$ cat config.mk
export PLATFORM = sky130hd
export DESIGN_NAME = kpn_adder_process
export DESIGN_NICKNAME = d
export VERILOG_FILES = /design/src/rtl/kpn_pkg.sv /design/src/rtl/kpn_sat_adder.sv /design/src/rtl/kpn_adder_process.sv
export SDC_FILE = /design/constraint.sdc
export NUM_CORES = 1
export LEC_CHECK = 0
export CORE_MARGIN = 3
export CORE_UTILIZATION = 46
export DETAILED_ROUTE_END_ITERATION = 8
export HOLD_SLACK_MARGIN = 0.1
export PLACE_DENSITY = 0.88
export SYNTH_ARGS = -nofsm -noshare
export SYNTH_HDL_FRONTEND = slang
export SYNTH_SLANG_ARGS = --single-unit
$ cat constraint.sdc
create_clock -name clk -period 2.6 [get_ports clk]
set_clock_uncertainty 0.15 [all_clocks]
set_input_delay 0.26 -clock clk [delete_from_list [all_inputs] [get_ports clk]]
set_output_delay 0.26 -clock clk [all_outputs]
set_load 0.02 [all_outputs]
$ cat src/rtl/kpn_pkg.sv
// rtl/kpn_pkg.sv - shared types and defaults for KPN compute nodes
package kpn_pkg;

  localparam int DATA_W_DEF  = 16;
  localparam int COUNT_W_DEF = 8;

  // Node FSM encoding, shared by every node that consumes queue_module channels
  typedef enum logic [1:0] {
    ST_IDLE  = 2'd0,
    ST_READ  = 2'd1,
    ST_WAIT  = 2'd2,
    ST_WRITE = 2'd3
  } node_state_t;

  // Queue channel bundle naming: <q>_empty/<q>_rd/<q>_data on the consumer side,
  // <q>_full/<q>_wr/<q>_data on the producer side.
  typedef struct packed {
    logic empty;
    logic rd;
  } q_rd_ctrl_t;

endpackage

$ cat src/rtl/kpn_sat_adder.sv
// rtl/kpn_sat_adder.sv - combinational adder with optional all-ones clamp on carry-out
module kpn_sat_adder #(
  parameter int DATA_W   = 16,
  parameter bit SATURATE = 1'b0
) (
  input  logic [DATA_W-1:0] a,
  input  logic [DATA_W-1:0] b,
  output logic [DATA_W-1:0] sum,
  output logic              carry
);

  logic [DATA_W:0] full_sum;

  assign full_sum = {1'b0, a} + {1'b0, b};
  assign carry    = full_sum[DATA_W];
  assign sum      = (SATURATE && carry) ? {DATA_W{1'b1}} : full_sum[DATA_W-1:0];

endmodule

$ cat src/rtl/kpn_adder_process.sv
// rtl/kpn_adder_process.sv - KPN node: pops one token from each of two queues, pushes their sum
module kpn_adder_process
  import kpn_pkg::*;
#(
  parameter int DATA_W   = DATA_W_DEF,
  parameter int SATURATE = 0,
  parameter int COUNT_W  = COUNT_W_DEF
) (
  input  logic               clk,
  input  logic               reset,
  input  logic               a_empty,
  output logic               a_rd,
  input  logic [DATA_W-1:0]  a_data,
  input  logic               b_empty,
  output logic               b_rd,
  input  logic [DATA_W-1:0]  b_data,
  input  logic               out_full,
  output logic               out_wr,
  output logic [DATA_W-1:0]  out_data,
  output logic               overflow,
  output logic [COUNT_W-1:0] token_count,
  output logic               busy
);

  node_state_t       state;
  logic [DATA_W-1:0] sum;
  logic              carry;

  kpn_sat_adder #(
    .DATA_W   (DATA_W),
    .SATURATE (SATURATE != 0)
  ) u_adder (
    .a     (a_data),
    .b     (b_data),
    .sum   (sum),
    .carry (carry)
  );

  // Strobes are gated by reset so an aborted transaction never touches a queue
  assign a_rd   = (state == ST_READ) && !reset;
  assign b_rd   = (state == ST_READ) && !reset;
  assign out_wr = (state == ST_WRITE) && !out_full && !reset;
  assign busy   = (state != ST_IDLE);

  always_ff @(posedge clk) begin
    if (reset) begin
      state       <= ST_IDLE;
      out_data    <= '0;
      overflow    <= 1'b0;
      token_count <= '0;
    end else begin
      case (state)
        ST_IDLE: begin
          if (!a_empty && !b_empty) state <= ST_READ;
        end
        ST_READ: begin
          state <= ST_WAIT;
        end
        ST_WAIT: begin
          out_data <= sum;
          if (carry) overflow <= 1'b1;
          state <= ST_WRITE;
        end
        ST_WRITE: begin
          if (!out_full) begin
            token_count <= token_count + 1'b1;
            state       <= ST_IDLE;
          end
        end
      endcase
    end
  end

endmodule

* Yosys cells after proc, flatten, opt, wreduce, memory -nomap -nowiden
Cells that the tools add are included.
Cells by class: multipliers 0, eq/ne operators 5, order comparisons 0, muxes and demuxes 3, bitwise gates (word level) 1, reduce and logical (&&, ||, !) cells 13, add/subtract/negate cells 2, divide/modulo/power cells 0, shift-type cells 0
Operators by type and width (number):
- adder 16 x 16 -> 17 bit | 1
- adder 8 x 1 -> 8 bit (second input constant) | 1
- one-hot mux 2 bit (4 select lines) | 1
- AND reduction 2 bit | 3
- == test 2 bit (second input constant) | 2
- logical AND 1 bit | 4
- zero test 1 bit | 4
- two-way mux 2 bit | 2
- != test 2 bit (second input constant) | 2
- == test 2 x 1 -> 1 bit (second input constant) | 1
- zero test 2 bit | 1
- nonzero test 2 bit | 1
- NOT 1 bit | 1
Word-level totals: bits in writable memories 0, latch bits 0, memories kept 0, bits in read-only memories 0, bits in registers 27, output and inout bits 29

* Depth between registers and ports, before layout
Gate-level depths: netlist of run 1.
depth in word-level cells 4, mapped depth 7, gate-level depth less buffers 7

* Cells and area by module
A second synthesis of run 1 with hierarchy kept.
Unflattened totals: cell total of the unflattened synthesis 224, area total of the unflattened synthesis 1960.6 µm²
Modules (own cells, without submodules):
- kpn_adder_process | cells each 114, instances 1, seq. area each 540.5 µm², area each 1104.8 µm²
- kpn_sat_adder | cells each 110, instances 1, seq. area each 0.0 µm², area each 855.8 µm²

* Least setup slack after synthesis of run 1
No wires, ideal clock.
kind input port to flip-flop, start input a_data[0], end register out_data[10], required time 2.355 ns, path buffers 0, setup slack 0.526 ns, stages on the path 7, arrival 1.829 ns, cell sequence ha_1 -> fa_1 -> a21o_1 -> nand4_1 -> a211oi_1 -> or4_1 -> o311ai_1
On the way: longest elaborated chain between the ends 1
Ends and longest elaborated chain:
- start, declared | RTL line kpn_adder_process.sv:13 | input logic [DATA_W-1:0] a_data,
- adder 16 x 16 -> 17 bit | RTL line kpn_sat_adder.sv:14 | assign full_sum = {1'b0, a} + {1'b0, b};
- end signal, assigned | RTL line kpn_adder_process.sv:60 | out_data <= sum;
- end, declared | RTL line kpn_adder_process.sv:19 | output logic [DATA_W-1:0] out_data,
Every way passes these cells. A chain may end at the register's enable or synchronous reset.

* Worst setup path in the final report of run 1
start input a_data[0], end register out_data[12]
The elaborated chain is that of the path after synthesis.

==> results of run 1 <==
==> final timing paths <==
path	startpoint	end	slack [ns]	cells past startpoint
max	a_data[0]	out_data[12]	0.25	8
min	out_data[13]	out_data[13]	0.31	2
max reg2reg	state[0]	out_data[14]	0.57	5
min reg2reg	out_data[13]	out_data[13]	0.31	2
==> area by class of cell <==
class	instances	share of cell area, %
well taps	50	2.256
clock inverters	1	0.1805
flip-flops and latches	27	19.49
multi-input cells	199	50.09
clock buffers	3	1.489
inverters	7	0.9477
repair buffers	71	25.54
==> critical path: cells and delay by family <==
family | cells | cell delay (ns)
fa+ha+maj | 2 | 0.64
compound gates | 3 | 0.41
buf+inv | 1 | 0.40
simple gates | 2 | 0.67
==> stage by stage <==
stage          instance area (um2)  util, %  setup TNS, ns  total power, mW
2_1_floorplan                 2008        -              0            1.052
3_3_place_gp                  2726    66.25              0            1.360
3_5_place_dp                  2726    66.25        -0.1270            1.384
4_1_cts                       2773    67.38              0            1.635
5_1_grt                       2773    67.38              0            1.741
6_report                      2773    67.38              0            1.620
==> cells in the final DEF (no fill, tap or decap), drive strengths merged, types with 2 or more instances in the layout <==
master | Yosys | final
o21ai | 11 | 11
a21oi | 19 | 19
mux2i | 8 | 8
a31oi | 3 | 3
nand3 | 9 | 9
a2111oi | 2 | 2
inv | 7 | 7
nor2 | 23 | 23
and4 | 2 | 2
xor2 | 7 | 7
clkdlybuf4s50 | 0 | 65
and3 | 7 | 7
nand4 | 2 | 2
a211o | 2 | 2
nand2 | 23 | 23
nor3 | 4 | 4
xnor2 | 4 | 4
nand3b | 2 | 2
nor2b | 6 | 6
or4 | 2 | 2
nand2b | 4 | 4
buf | 5 | 6
o311ai | 3 | 3
ha | 22 | 22
o211ai | 5 | 5
nor3b | 5 | 5
clkbuf | 7 | 3
a211oi | 4 | 4
or3b | 3 | 3
dfxtp | 27 | 27
a21o | 7 | 7
==> per-layer routing <==
layer / routed length (um) / global-route usage (%) / up-vias
li1: - / - / 1019
met1: 2219 / 27.09 / 942
met2: 2444 / 33.87 / 75
met3: 437 / 4.986 / 5
met4: 46 / 4.593 / 0
met5: 0 / 0 / -
==> sequential cells by signal, indices dropped and copies added, names as in the netlist <==
signal and count:
state 2, overflow 1, token_count 8, out_data 16
==> where the power goes <==
| group | internal [mW] | switching [mW] | total (mW) | leakage [nW] |
|---|---|---|---|---|
| logic | 0.407 | 0.440 | 0.847 | 0.852 |
| registers | 0.487 | 0.0452 | 0.532 | 0.219 |
| clock network | 0.108 | 0.134 | 0.241 | 0.0255 |
==> kinds of logic after synthesis <==
group / after synthesis / share of synthesized area, %
simple gates: 94 / 24.36
compound gates: 63 / 21.31
flops: 27 / 26.92
fa+ha+maj: 23 / 14.70
buf+inv: 19 / 3.925
xor+xnor: 11 / 4.797
mux: 8 / 3.988
==> results.yml, run 1 <==
job:
  cap_violations: 0
outcome:
  status: "finished clean"
clock_network:
  cts-root-buf: "clkbuf_8"
  cts_resized: 0
  clock_latency_ns: 0.28
  path_clk_slew_ns: 0.10
  postCtsHoldBufs: 0
  clock-sinks: 27
  ctsLongestPathBuffers: 2
  cts_made_buffers: 3
  clock_tree.htree_level_count: 1
  cts_tree: "yes"
  cts_setup_buffers: 0
timing:
  drv_slew: 0
  min_period_ns: 2.352
  period_share_pct: 90.47
  relSlewSlack_pct: 65.36
  grt_setup_unrepaired: "no"
  holdWs_ns: 0.3143
  setup_viol: 0
  tightest_slew_ns: 0.5197
  max_freq_mhz: 425.1
  hold_viol: 0
  setup_slack_ns: 0.2477
synthesis:
  ys_seq_area_share_pct: 26.92
  synth_cells: 245
  synth_ff_type: "dfxtp_1"
  synth_area_leaders: "dfxtp_1 27%, ha_1 14%, a21oi_1 4.5%"
  netlist_area_mm2: 0.002008
  synth.net_count: 305
  synth_commonest_cells: "27 x dfxtp_1, 23 x nand2_1, 23 x nor2_1"
  yosys_warnings: 0
  ys_async_sr_fraction_pct: 0
  postSynthAreaPerCell_um2: 8.197
  synth_top_area_share_pct: 26.92
  yosysTopAreaCell: "dfxtp_1"
  yosys.cell_count.top_type: "dfxtp_1"
  synth_cell_types: 48
  synth-seq-cells: 27
  synth_edf_count: 0
cells_and_area:
  fin_cells: 358
  multi_input_area_mm2: 0.001389
  fill_cells: 357
  n_antenna_cell: 0
  drive_gt1_share_pct: 5.844
  final_nets: 369
  area_growth_pct: 38.07
  regArea_um2: 540.5
global_route:
  antenna_found_initial: 0
  grt_pass1_wl_um: 8742
  groute.usage.overall_pct: 20.53
  grt_max_degree: 28
  overflow: 0
  grt_pass1_vias: 1952
critical_path:
  crit_path_start_kind: "primary input"
  worstSetupPathType: "in -> reg"
  slowest_stage: "or4_1"
  critPathRequiredTime_ns: 2.64
  cp_cell_sequence: "clkdlybuf4s50_1 -> ha_1 -> fa_1 -> a21o_1 -> nand4_1 -> a211oi_1 -> or4_1 -> o311ai_1"
  critPathCaptureType: "flip-flop"
  crit_fanout: 6
  critPathArrivalTime_ns: 2.39
  critical-path-max-stage-delay_ns: 0.47
route:
  drtIter0Drc: 180
  viasPerCell: 5.701
  num_vias: 2041
  routed_wl_um: 5146
  ant_nets: 0
  drc_errors: 0
  dr.pass1.iters: 4
  post_drt_wl_per_cell_um: 14.37
place:
  port_buffers: 65
  pre_cts_ws_ns: -0.05089
  gp_congestion: 0.8486
  dp_hpwl_um: 4022
  dp_cells: 354
floorplanning:
  pin_count: 66
  start_util_pct: 48.80
  coreArea_mm2: 0.004115
  die_area_mm2: 0.005194
  fp.dieH_um: 72.07
  floorplan.rows: 23
  fp.dieW_um: 72.07
power:
  vdd_drop_max_mv: 0.5353
  power.leakage_nw: 1.096
  pwr_density_cell_mw_per_mm2: 584.3
min_path:
  min_path_type: "reg -> reg"
Note: power is estimated with default switching activity, not from simulation.
==> run 2, diff against run 1 <==
- CORE_UTILIZATION: 46 -> 31
- PLACE_DENSITY: 0.88 -> default
- PLACE_DENSITY_LB_ADDON: default -> 0.25
- clock period: 2.6 -> 1.9 ns (I/O delays scaled with it)
==> run 2 against run 1 <==
Net effect:
- via count grew 7.0%
- design area grew 24%
- highest routed layer unchanged
- register-to-register slack lost 0.44 ns
- core utilization shrank 11 points
- critical path depth shrank 2
- clock power grew 40%
- routed wire length grew 13%
- flip-flop and latch count is the same
- non-clock buffer count grew 53
- first-iteration DRC count shrank 56%
- critical path type unchanged
==> results.yml, run 2 (synthesis results as in run 1) <==
critical_path:
  critPathCaptureType: "flip-flop"
  reg2reg_depth: 6
  crit_path_start_kind: "primary input"
  worstSetupPathType: "in -> reg"
  r2r-end: "out_data[10]"
  endpoint: "out_data[15]"
  timing.rr.start: "state[0]"
  cp-startpoint: "a_data[6]"
  crit_fanout: 6
  slowest_stage: "clkdlybuf4s50_1"
  critPathArrivalTime_ns: 1.90
  cp_cell_sequence: "clkdlybuf4s50_1 -> ha_2 -> a21o_1 -> a32oi_1 -> a2111oi_2 -> a211o_1"
  rrSetupSlack_ns: 0.13
  critPathRequiredTime_ns: 1.93
  critical-path-max-stage-delay_ns: 0.47
outcome:
  status: "finished clean"
route:
  drc_errors: 0
  drtIter0Drc: 80
  num_vias: 2183
  ant_nets: 0
  routed_wl_um: 5805
  viasPerCell: 5.007
  post_drt_wl_per_cell_um: 13.31
  dr.pass1.iters: 4
global_route:
  groute.usage.overall_pct: 15.91
  grt_pass1_vias: 2190
  overflow: 0
  grt_max_degree: 28
  antenna_found_initial: 0
  grt_pass1_wl_um: 9722
place:
  placedInstanceArea_mm2: 0.003098
  dp_cells: 421
  gp_congestion: 0.8524
  port_buffers: 65
  dp_hpwl_um: 4479
  pre_cts_ws_ns: -0.5999
power:
  total_power_mw: 2.411
  power.leakage_nw: 1.469
  pwr_density_cell_mw_per_mm2: 702.7
  vdd_drop_max_mv: 0.5518
floorplanning:
  start_util_pct: 32.94
  fp.dieH_um: 86.49
  fp.dieW_um: 86.49
  floorplan.rows: 28
  coreArea_mm2: 0.006096
  die_area_mm2: 0.007480
  pin_count: 66
cells_and_area:
  n_antenna_cell: 0
  mostFrequentLayoutCells: "55 x buf_4, 39 x clkdlybuf4s50_1, 27 x dfxtp_1, 23 x nand2_1, 23 x nor2_1"
  final_common_cell: "buf_4"
  drive_gt1_share_pct: 27.70
  final_cell_area_mm2: 0.003431
  fin_cells: 436
  final_nets: 422
  regMostFlops: "out_data"
  area_growth_pct: 70.84
  largest_reg_flops: 16
  top_regs: "out_data (16), token_count (8), state (2)"
  final_util_pct: 56.28
timing:
  setup_slack_ns: 0.03032
  holdWs_ns: 0.1397
  grt_setup_unrepaired: "yes"
  fin_setup_tns_ns: 0
  setup_viol: 0
  tightest_slew_ns: 0.4099
  hold_viol: 0
  relSlewSlack_pct: 72.67
  min_period_ns: 1.870
  max_freq_mhz: 534.9
  drv_slew: 0
  period_share_pct: 98.40
clock_network:
  cts_tree: "yes"
  ctsLongestPathBuffers: 2
  clock_latency_ns: 0.27
  cts_made_buffers: 3
  path_clk_slew_ns: 0.10
  clock-sinks: 27
  clock_tree.htree_level_count: 1
  cts-root-buf: "clkbuf_8"
min_path:
  min_path_type: "in -> reg"
  min_from: "a_data[0]"
job:
  cap_violations: 0
run 2: cell type report:
class                   count  area (um2)
fillers                   591        2665
multi-input cells         199        1617
repair buffers            124        1107
flip-flops and latches     27       540.5
well taps                  75       93.84
clock buffers               3       41.29
inverters                   7       26.28
clock inverters             1       5.005
run 2: metal layers:
layer	up-vias	GRT usage, %	part of all wire, %
met3	2	2.947	4.5
met1	1015	20.08	45
met2	45	28.16	50
li1	1121	-	-
met4	0	3.258	0.47
met5	-	0	0
run 2: how the worst min path moves through the flow:
stage                              end  slack [ns]  depth (start not counted)
final                      out_data[0]        0.14                          4
after global placement    out_data[13]        0.29                          2
after detailed placement  out_data[11]        0.31                          2
after floorplan            out_data[0]        0.29                          3
after CTS                  out_data[0]        0.14                          4
after global routing       out_data[0]        0.18                          4
run 2: what timing repair did:
item	CTS	global route
endpoints found under the setup margin	14	11
resized for setup	44	23
pin swaps	22	11
hold buffers	0	0
buffers inserted	8	3
run 2: power breakdown:
group / switching (mW) / total [mW] / internal, mW
logic: 0.660 / 1.35 / 0.685
registers: 0.0624 / 0.728 / 0.666
clock network: 0.190 / 0.337 / 0.147
total: 0.912 / 2.41 / 1.50
run 2: critical path: cells and delay by family:
family                     cells  cell delay [ns]
adders and majority gates      1             0.31
buffers and inverters          1             0.47
AOI/OAI and AO/OA              4             0.92
